==> src/rtl/spi_master_arbiter_if.sv <==
// Bus between the shared SPI master engine and its requesters/slaves.
// The master modport is the engine's view; slave is the requester/slave side.
interface spi_master_arbiter_if #(
    parameter int NREQ = 4
);
    logic [NREQ-1:0]   req;
    logic [8*NREQ-1:0] tx_data;
    logic [NREQ-1:0]   grant;
    logic [NREQ-1:0]   done;
    logic [7:0]        rx_data;
    logic              busy;
    logic              SCLK;
    logic              MOSI;
    logic              MISO;
    logic [NREQ-1:0]   CS;

    modport master (
        input  req, tx_data, MISO,
        output grant, done, rx_data, busy, SCLK, MOSI, CS
    );

    modport slave (
        output req, tx_data, MISO,
        input  grant, done, rx_data, busy, SCLK, MOSI, CS
    );
endinterface

==> src/rtl/spi_master_arbiter.sv <==
// Round-robin arbiter sharing one 8-bit SPI master shifter among NREQ requesters.
// A grant runs one full-duplex byte; done pulses 17*HALF_DIV cycles after grant, then CS_GAP idle cycles.
module spi_master_arbiter #(
    parameter int         NREQ     = 4,
    parameter logic [1:0] MODE     = 2'd2,
    parameter int         HALF_DIV = 2,
    parameter int         CS_GAP   = 2
) (
    input  logic                 CLK,
    input  logic                 reset,
    spi_master_arbiter_if.master bus
);
    localparam logic CPOL = MODE[1];
    localparam logic CPHA = MODE[0];
    localparam int   IW   = (NREQ > 1) ? $clog2(NREQ) : 1;
    localparam int   DW   = $clog2(HALF_DIV + 1);
    localparam int   GW   = $clog2(CS_GAP + 1);
    localparam logic [DW-1:0] DIV_LAST = DW'(HALF_DIV - 1);
    localparam logic [GW-1:0] GAP_LAST = GW'(CS_GAP - 1);

    typedef enum logic [1:0] {S_IDLE, S_XFER, S_GAP} state_t;

    state_t          r_state;
    state_t          w_state_nxt;
    logic [DW-1:0]   r_div;
    logic [4:0]      r_edge;
    logic [GW-1:0]   r_gap;
    logic [7:0]      r_tx;
    logic [7:0]      r_rx;
    logic [7:0]      r_rx_data;
    logic [NREQ-1:0] r_grant;
    logic [NREQ-1:0] r_done;
    logic            r_sclk;
    logic            r_mosi;
    logic            r_busy;
    logic [IW-1:0]   r_last;

    logic [IW-1:0]   w_win_idx;
    logic            w_win_vld;
    logic            w_arb;
    logic            w_start;
    logic [7:0]      w_byte;
    logic            w_tick;
    logic [4:0]      w_edge_n;
    logic            w_lead;
    logic            w_end;
    logic            w_shift;
    logic            w_sample;

    // Lowest offset after the last served requester wins; loop runs far-to-near so near overwrites.
    always_comb begin
        w_win_vld = 1'b0;
        w_win_idx = '0;
        for (int k = NREQ; k >= 1; k--) begin
            if (bus.req[(int'(r_last) + k) % NREQ]) begin
                w_win_vld = 1'b1;
                w_win_idx = IW'((int'(r_last) + k) % NREQ);
            end
        end
    end

    assign w_arb    = (r_state == S_IDLE) || ((r_state == S_GAP) && (r_gap == GAP_LAST));
    assign w_start  = w_arb && w_win_vld;
    assign w_byte   = bus.tx_data[int'(w_win_idx)*8 +: 8];
    assign w_tick   = (r_state == S_XFER) && (r_div == DIV_LAST);
    assign w_edge_n = r_edge + 5'd1;
    assign w_lead   = w_edge_n[0];
    assign w_end    = w_tick && (w_edge_n == 5'd17);
    assign w_shift  = w_tick && !w_end && (CPHA ? w_lead : (!w_lead && (w_edge_n != 5'd16)));
    assign w_sample = w_tick && !w_end && (CPHA ? !w_lead : w_lead);

    always_comb begin
        w_state_nxt = r_state;
        case (r_state)
            S_IDLE:  if (w_start) w_state_nxt = S_XFER;
            S_XFER:  if (w_end) w_state_nxt = S_GAP;
            S_GAP:   if (r_gap == GAP_LAST) w_state_nxt = w_start ? S_XFER : S_IDLE;
            default: w_state_nxt = S_IDLE;
        endcase
    end

    always_ff @(posedge CLK) begin
        if (!reset) begin
            r_state   <= S_IDLE;
            r_div     <= '0;
            r_edge    <= '0;
            r_gap     <= '0;
            r_tx      <= '0;
            r_rx      <= '0;
            r_rx_data <= '0;
            r_grant   <= '0;
            r_done    <= '0;
            r_sclk    <= CPOL;
            r_mosi    <= 1'b0;
            r_busy    <= 1'b0;
            r_last    <= IW'(NREQ - 1);
        end else begin
            r_state <= w_state_nxt;
            r_done  <= '0;
            if (w_start) begin
                r_grant <= {{(NREQ-1){1'b0}}, 1'b1} << w_win_idx;
                r_last  <= w_win_idx;
                r_busy  <= 1'b1;
                r_div   <= '0;
                r_edge  <= '0;
                r_rx    <= '0;
                // CPHA=0 presents bit7 before the first edge; CPHA=1 drives it on edge 1.
                r_tx    <= CPHA ? w_byte : {w_byte[6:0], 1'b0};
                r_mosi  <= CPHA ? 1'b0 : w_byte[7];
            end else if (r_state == S_XFER) begin
                if (w_tick) begin
                    r_div  <= '0;
                    r_edge <= w_edge_n;
                    if (w_end) begin
                        r_grant   <= '0;
                        r_mosi    <= 1'b0;
                        r_done    <= r_grant;
                        r_rx_data <= r_rx;
                        r_gap     <= '0;
                    end else begin
                        r_sclk <= ~r_sclk;
                    end
                    if (w_shift) begin
                        r_mosi <= r_tx[7];
                        r_tx   <= {r_tx[6:0], 1'b0};
                    end
                    if (w_sample) begin
                        r_rx <= {r_rx[6:0], bus.MISO};
                    end
                end else begin
                    r_div <= r_div + 1'b1;
                end
            end else if (r_state == S_GAP) begin
                if (r_gap == GAP_LAST) begin
                    r_busy <= 1'b0;
                end else begin
                    r_gap <= r_gap + 1'b1;
                end
            end
        end
    end

    assign bus.grant   = r_grant;
    assign bus.done    = r_done;
    assign bus.rx_data = r_rx_data;
    assign bus.busy    = r_busy;
    assign bus.SCLK    = r_sclk;
    assign bus.MOSI    = r_mosi;
    assign bus.CS      = ~r_grant;
endmodule

==> src/flat_wrapper.sv <==
// flat-port wrapper written by rule: the top's interface ports become plain ports
module spi_master_arbiter_flat 
#(
    parameter int         NREQ     = 4,
    parameter logic [1:0] MODE     = 2'd2,
    parameter int         HALF_DIV = 2,
    parameter int         CS_GAP   = 2
)
  (CLK, reset, bus_req, bus_tx_data, bus_MISO, bus_grant, bus_done, bus_rx_data, bus_busy, bus_SCLK, bus_MOSI, bus_CS);
  spi_master_arbiter_if #(.NREQ(NREQ)) bus_i ();
  input  logic CLK;
  input  logic reset;
  input wire logic [$bits(bus_i.req)-1:0] bus_req;
  input wire logic [$bits(bus_i.tx_data)-1:0] bus_tx_data;
  input wire logic [$bits(bus_i.MISO)-1:0] bus_MISO;
  output wire logic [$bits(bus_i.grant)-1:0] bus_grant;
  output wire logic [$bits(bus_i.done)-1:0] bus_done;
  output wire logic [$bits(bus_i.rx_data)-1:0] bus_rx_data;
  output wire logic [$bits(bus_i.busy)-1:0] bus_busy;
  output wire logic [$bits(bus_i.SCLK)-1:0] bus_SCLK;
  output wire logic [$bits(bus_i.MOSI)-1:0] bus_MOSI;
  output wire logic [$bits(bus_i.CS)-1:0] bus_CS;
  assign bus_i.req = bus_req;
  assign bus_i.tx_data = bus_tx_data;
  assign bus_i.MISO = bus_MISO;
  assign bus_grant = bus_i.grant;
  assign bus_done = bus_i.done;
  assign bus_rx_data = bus_i.rx_data;
  assign bus_busy = bus_i.busy;
  assign bus_SCLK = bus_i.SCLK;
  assign bus_MOSI = bus_i.MOSI;
  assign bus_CS = bus_i.CS;
  spi_master_arbiter #(.NREQ(NREQ), .MODE(MODE), .HALF_DIV(HALF_DIV), .CS_GAP(CS_GAP)) u_core (.CLK(CLK), .reset(reset), .bus(bus_i));
endmodule
==> config.mk <==
export PLATFORM = sky130hd
export DESIGN_NAME = spi_master_arbiter_flat
export DESIGN_NICKNAME = d
export VERILOG_FILES = /design/src/rtl/spi_master_arbiter_if.sv /design/src/rtl/spi_master_arbiter.sv /design/src/flat_wrapper.sv
export SDC_FILE = /design/constraint.sdc
export NUM_CORES = 1
export LEC_CHECK = 0
export ABC_AREA = 1
export CAP_MARGIN = 25
export CORE_ASPECT_RATIO = 0.75
export CORE_UTILIZATION = 55
export CTS_BUF_LIST = sky130_fd_sc_hd__clkbuf_2 sky130_fd_sc_hd__clkbuf_4 sky130_fd_sc_hd__clkbuf_8
export DETAILED_ROUTE_END_ITERATION = 10
export GPL_TIMING_DRIVEN = 1
export PLACE_DENSITY = 0.88
export REMOVE_ABC_BUFFERS = 1
export SLEW_MARGIN = 10
export SYNTH_ARGS = -nofsm -noshare
export SYNTH_HDL_FRONTEND = slang
export SYNTH_SLANG_ARGS = --single-unit
export TNS_END_PERCENT = 100
==> constraint.sdc <==
create_clock -name CLK -period 4.5 [get_ports CLK]
set_input_delay 0.45 -clock CLK [delete_from_list [all_inputs] [get_ports CLK]]
set_output_delay 0.45 -clock CLK [all_outputs]
set_load 0.05 [all_outputs]
# Word level (Yosys, flattened, before mapping)
# Index checks and enable logic that the tools add are counted.
[word_totals]
ff_bits = 47
output_inout_bits = 23
in_bits = 39
[classes]
bitwise_logic = 11
muxes = 48
shift = 2
eq_ne = 12
magnitude_cmp = 4
n_reduce_logical = 36
n_addsub = 7
[ops]
columns = ["cell", "count"]
rows = [
  ["8-bit 2-to-1 mux", 4],
  ["32-bit by 6-bit indexed part select with 8-bit output", 1],
  ["2-bit 2-to-1 mux", 13],
  ["1-bit 2-to-1 mux", 22],
  ["3-bit AND reduction", 6],
  ["3-bit by 4-bit < comparator with 1-bit output (second input constant)", 4],
  ["4-bit 2-to-1 mux", 4],
  ["2-bit nonzero test", 7],
  ["2-bit OR reduction", 5],
  ["2-bit by 1-bit adder with 2-bit output (second input constant)", 4],
  ["1-bit binary-select mux with 2-bit select", 4],
  ["1-bit logical AND", 8],
  ["2-bit by 1-bit inequality test with 1-bit output (second input constant)", 4],
  ["4-bit AND reduction", 2],
  ["2-bit by 1-bit == test with 1-bit output (second input constant)", 3],
  ["1-bit NOT", 6],
  ["2-bit case mux with 3 select lines", 1],
  ["5-bit by 1-bit adder with 5-bit output (second input constant)", 1],
  ["5-bit == test (second input constant)", 1],
  ["5-bit inequality test (second input constant)", 1],
  ["5-bit AND reduction", 1],
  ["5-bit OR reduction", 1],
  ["2-bit adder (second input constant)", 2],
  ["1-bit bitwise AND (first input constant)", 4],
  ["other kinds (9)", 11],
]

# Logic depth before layout (Yosys ltp)
[logic_depth]
word_depth = 14
depth_mapped = 15

# Least setup slack after synthesis
# Ideal clock, no wire load.
[synth_timing]
path_type = "register to register"
start = "register u_core.r_state[1]"
end = "register u_core.r_rx[0]"
setup_slack_ns = 2.817
synth_period_minus_slack_ns = 1.683
path_stages_with_launch = 10
t_required_ns = 4.384
setup_ns = 0.116
arrival_ns = 1.567
cell_sequence = "dfxtp_1 > inv_1 > ha_1 > nand2_1 > nor2_4 > nand2_1 > nor2_1 > inv_1 > nor2_1 > nor2_1"
[synth_via]
elab_chain_cells = 7
[synth_lines]
columns = ["element", "line", "text"]
rows = [
  ["from (decl)", "spi_master_arbiter.sv:23", "state_t r_state;"],
  ["from (signal assigned)", "spi_master_arbiter.sv:98", "r_state <= w_state_nxt;"],
  ["2-bit by 1-bit == test with 1-bit output", "spi_master_arbiter.sv:65, spi_master_arbiter.sv:110", ""],
  ["1-bit logical AND", "spi_master_arbiter.sv:65", "assign w_tick = (r_state == S_XFER) && (r_div == DIV_LAST);"],
  ["1-bit logical AND", "spi_master_arbiter.sv:68", "assign w_end = w_tick && (w_edge_n == 5'd17);"],
  ["1-bit zero test", "spi_master_arbiter.sv:70", "assign w_sample = w_tick && !w_end && (CPHA ? !w_lead : w_lead);"],
  ["1-bit logical AND (2 in series)", "spi_master_arbiter.sv:70", ""],
  ["3-bit AND reduction (no source line)", "n/a", ""],
  ["to (signal assigned)", "spi_master_arbiter.sv:128", "r_rx <= {r_rx[6:0], bus.MISO};"],
  ["to (decl)", "spi_master_arbiter.sv:29", "logic [7:0] r_rx;"],
]
# Several ways; a longest one is shown, not always the timed one.
# A chain may end at the register's enable or synchronous reset.

# Final worst setup path
[layout_timing]
start = "input port bus_req[3]"
end = "register u_core.r_last[0]"
[layout_via]
elab_chain_cells = 8
[layout_lines]
columns = ["element", "line", "text"]
rows = [
  ["from (decl)", "flat_wrapper.sv:13", "input wire logic [$bits(bus_i.req)-1:0] bus_req;"],
  ["1-bit binary-select mux with 2-bit select", "spi_master_arbiter.sv:55", "if (bus.req[(int'(r_last) + k) % NREQ]) begin"],
  ["1-bit 2-to-1 mux (not written as such) (2 in series)", "spi_master_arbiter.sv:55", ""],
  ["1-bit 2-to-1 mux (4 in series)", "spi_master_arbiter.sv:55", ""],
  ["1-bit logical AND", "spi_master_arbiter.sv:63", "assign w_start = w_arb && w_win_vld;"],
  ["to (signal assigned)", "spi_master_arbiter.sv:96", "r_last <= IW'(NREQ - 1);"],
  ["to (signal assigned)", "spi_master_arbiter.sv:102", "r_last <= w_win_idx;"],
  ["to (decl)", "spi_master_arbiter.sv:36", "logic [IW-1:0] r_last;"],
]
# Several ways; a longest one is shown, not always the timed one. The select of a mux whose other input is x is not followed.

==> results.toml <==
[floorplanning]
die_y_um = 60.53
start_util = 0.5976
die_w_um = 80.04
coreArea_um2 = 4204
rows = 20
ios = 62
dieArea_um2 = 4845

[placed_design]
preCtsSetupSlack_ns = 2.021
dp.cells = 458
post-dp-hpwl_mm = 4.465
place_area_um2 = 3158
port_buffers = 61
gp_congestion = 0.8207

[critical_path]
worst_setup_path_start_kind = "input port"
crit_top_cell = "nand2_1"
critPathTopFamily = "simple AND/OR/NAND/NOR gates"
slowest_delay_ns = 0.53
required_ns = 4.70
criticalPathCategory = "in2reg"
arrival_ns = 2.39
worstPathMaxFanout = 12
critPathCaptureType = "flop"
cp.buffers_inverters = 4
cpMaxStageDelayCell = "clkdlybuf4s50_1"
worstPathCellList = "clkdlybuf4s50_1 -> inv_1 -> nand2_1 -> nand2_1 -> nand2_1 -> nor3_2 -> nor2_4 -> inv_2 -> nor2_2 -> nand2_1 -> o21ai_0 -> inv_1"

[sta]
finalSetupTns_ns = 0
max_slew.worst_pin.slew_ns = 0.6340
min_period_over_period = 0.4878
hold_slack_ns = 0.4647
period_minus_slack_ns = 2.195
hold_viol = 0
slew_headroom = 0.5769
setup_ws_ns = 2.305
finalClockSkew_ns = 0.007251
slew_viol_final = 0
rsz0062_at_grt = "no"
setup_violations = 0
clock.fmax_mhz = 455.6

[finish]
utilization = 0.7723
nets = 458
fillCellCount = 322
postLayoutCellArea_um2 = 3247
area_growth_pct = 29.23
n_antenna_cell = 0
mostFrequentLayoutCells = "95 x nand2_1, 61 x clkdlybuf4s50_1, 47 x dfxtp_1"
drive_above_1_share = 0.1363
final_common_cell = "nand2_1"
stdcell_count = 466

[global_route]
grt_usage = 0.2584
grt_max_degree = 19
grt_pass1_vias = 2155
grt_pass1_wl_mm = 9.584
grt_overflow = 0
antenna_found_initial = 0

[synthesis]
yosysWarnings = 0
synth_top_family_by_area = "simple AND/OR/NAND/NOR gates"
muxShareOfSynthArea = 0
syn_avg_cell_area_um2 = 7.261
synthAdderAreaFrac = 0.04482
ys_seq_area_frac = 0.3745
synth_compound_area_frac = 0.1170
synthXorXnorAreaFrac = 0.01345
synth_simple_gate_area_share = 0.3810
synth_cell_types = 35
ys_seq_elements = 47
syn_inst = 346
mappedNetlistArea_um2 = 2512

[power_and_ir_drop]
p_leak_nw = 1.395
cellPowerDensity_nw_per_um2 = 569.8
irDropWorstVdd_mv = 0.4071
p_total_mw = 1.850

[clock_network]
clk_latency_ns = 0.30
cts_hold_buf = 0
cts_max_level = 2
cts.sinks = 47
cts_tree = "done"
cts_root_buffer = "clkbuf_8"
clkTransAtPathRegs_ns = 0.09
postCtsSetupRepairBufs = 0
cts_resized = 0
cts_buffers = 5
clockBufferDepth = 2

[hold_path]
min_path_type = "reg2reg"

[route]
wl_per_cell_um = 12.51
via_per_inst = 5.084
first_iter_violations = 111
firstDrtPassIters = 4
drtAntennaViolNets = 0
wl_mm = 5.829
vias = 2369
remaining_drc_errors = 0

[run_status]
outcome = "complete, no violations"

[flow_run]
drv_cap = 0
==> cell families after synthesis <==
family | Yosys count
compound gates | 54
xor+xnor | 3
fa+ha+maj | 9
buf+inv | 39
flops | 47
simple gates | 194
==> cell usage after synthesis <==
master | instances | area share
nand2_1 | 95 | 0.14
o21bai_1 | 1 | 0.0030
inv_2 | 5 | 0.0075
nor3_1 | 3 | 0.0060
nor2_8 | 3 | 0.024
nand3_2 | 2 | 0.0080
a22oi_1 | 1 | 0.0030
nor2_2 | 5 | 0.012
clkinv_2 | 1 | 0.0020
nor2_1 | 39 | 0.058
nand2_2 | 17 | 0.042
o21ai_1 | 6 | 0.012
inv_1 | 27 | 0.040
xnor2_2 | 1 | 0.0065
nor2_4 | 4 | 0.018
or2_2 | 1 | 0.0025
a21o_1 | 1 | 0.0030
nand4_1 | 7 | 0.017
inv_4 | 1 | 0.0025
nand3_1 | 12 | 0.024
xnor2_1 | 1 | 0.0035
nor3_2 | 1 | 0.0040
buf_6 | 2 | 0.0090
nand2_4 | 5 | 0.022
ha_1 | 9 | 0.045
clkbuf_1 | 1 | 0.0015
a211o_1 | 1 | 0.0035
dfxtp_1 | 47 | 0.37
inv_6 | 1 | 0.0035
buf_4 | 1 | 0.0030
a21oi_1 | 18 | 0.036
a211oi_2 | 1 | 0.0050
o22ai_1 | 4 | 0.010
xor2_1 | 1 | 0.0035
o21ai_0 | 21 | 0.042
==> area by class of cell <==
type / count / area, um2 / share of cell area
clock inverters: 2 / 12.51 / 0.003854
multi-input cells: 260 / 1398 / 0.4304
clock buffers: 6 / 76.32 / 0.02351
repair buffers: 61 / 610.6 / 0.1881
flip-flops and latches: 47 / 940.9 / 0.2898
inverters: 35 / 140.1 / 0.04316
well taps: 55 / 68.82 / 0.02119
==> layer usage <==
layer,routed length (um),vias to the layer above,global-route usage
li1,-,1232,-
met1,2843,1063,0.3389
met2,2584,65,0.4322
met3,322,9,0.06767
met4,78,0,0.06378
met5,0,-,0
==> state kept, by name, summed over array words and instances (netlist names) <==
name                cells
u_core.r_rx             8
u_core.r_state          2
u_core.bus.busy         1
u_core.r_last           2
u_core.r_tx             7
u_core.bus.SCLK         1
u_core.r_div            2
u_core.r_gap            2
u_core.bus.done         4
u_core.r_edge           5
u_core.bus.grant        4
u_core.bus.rx_data      8
u_core.bus.MOSI         1
==> tightest hold or removal path: stages (launching register included) <==
cell and delay [ns]:
dfxtp_1 0.34, inv_1 0.06, nor2_1 0.03
==> final timing paths <==
check	end	slack (ns)	cells past startpoint	from
worst max-delay path	u_core.r_last[0]$_SDFFE_PN1P_	2.31	12	bus_req[3]
worst min-delay path	u_core.r_div[1]$_SDFFE_PP0N_	0.46	2	u_core.r_div[1]$_SDFFE_PP0N_
worst max register to register	u_core.r_last[0]$_SDFFE_PN1P_	2.31	11	u_core.r_last[0]$_SDFFE_PN1P_
worst min register to register	u_core.r_div[1]$_SDFFE_PP0N_	0.46	2	u_core.r_div[1]$_SDFFE_PP0N_
==> report_power, final <==
group	internal [mW]	leakage, nW	switching, mW
logic	0.356	0.969	0.710
clock network	0.115	0.0446	0.135
registers	0.483	0.382	0.0518
total	0.953	1.40	0.897
Power figures use the tool's default switching activity.
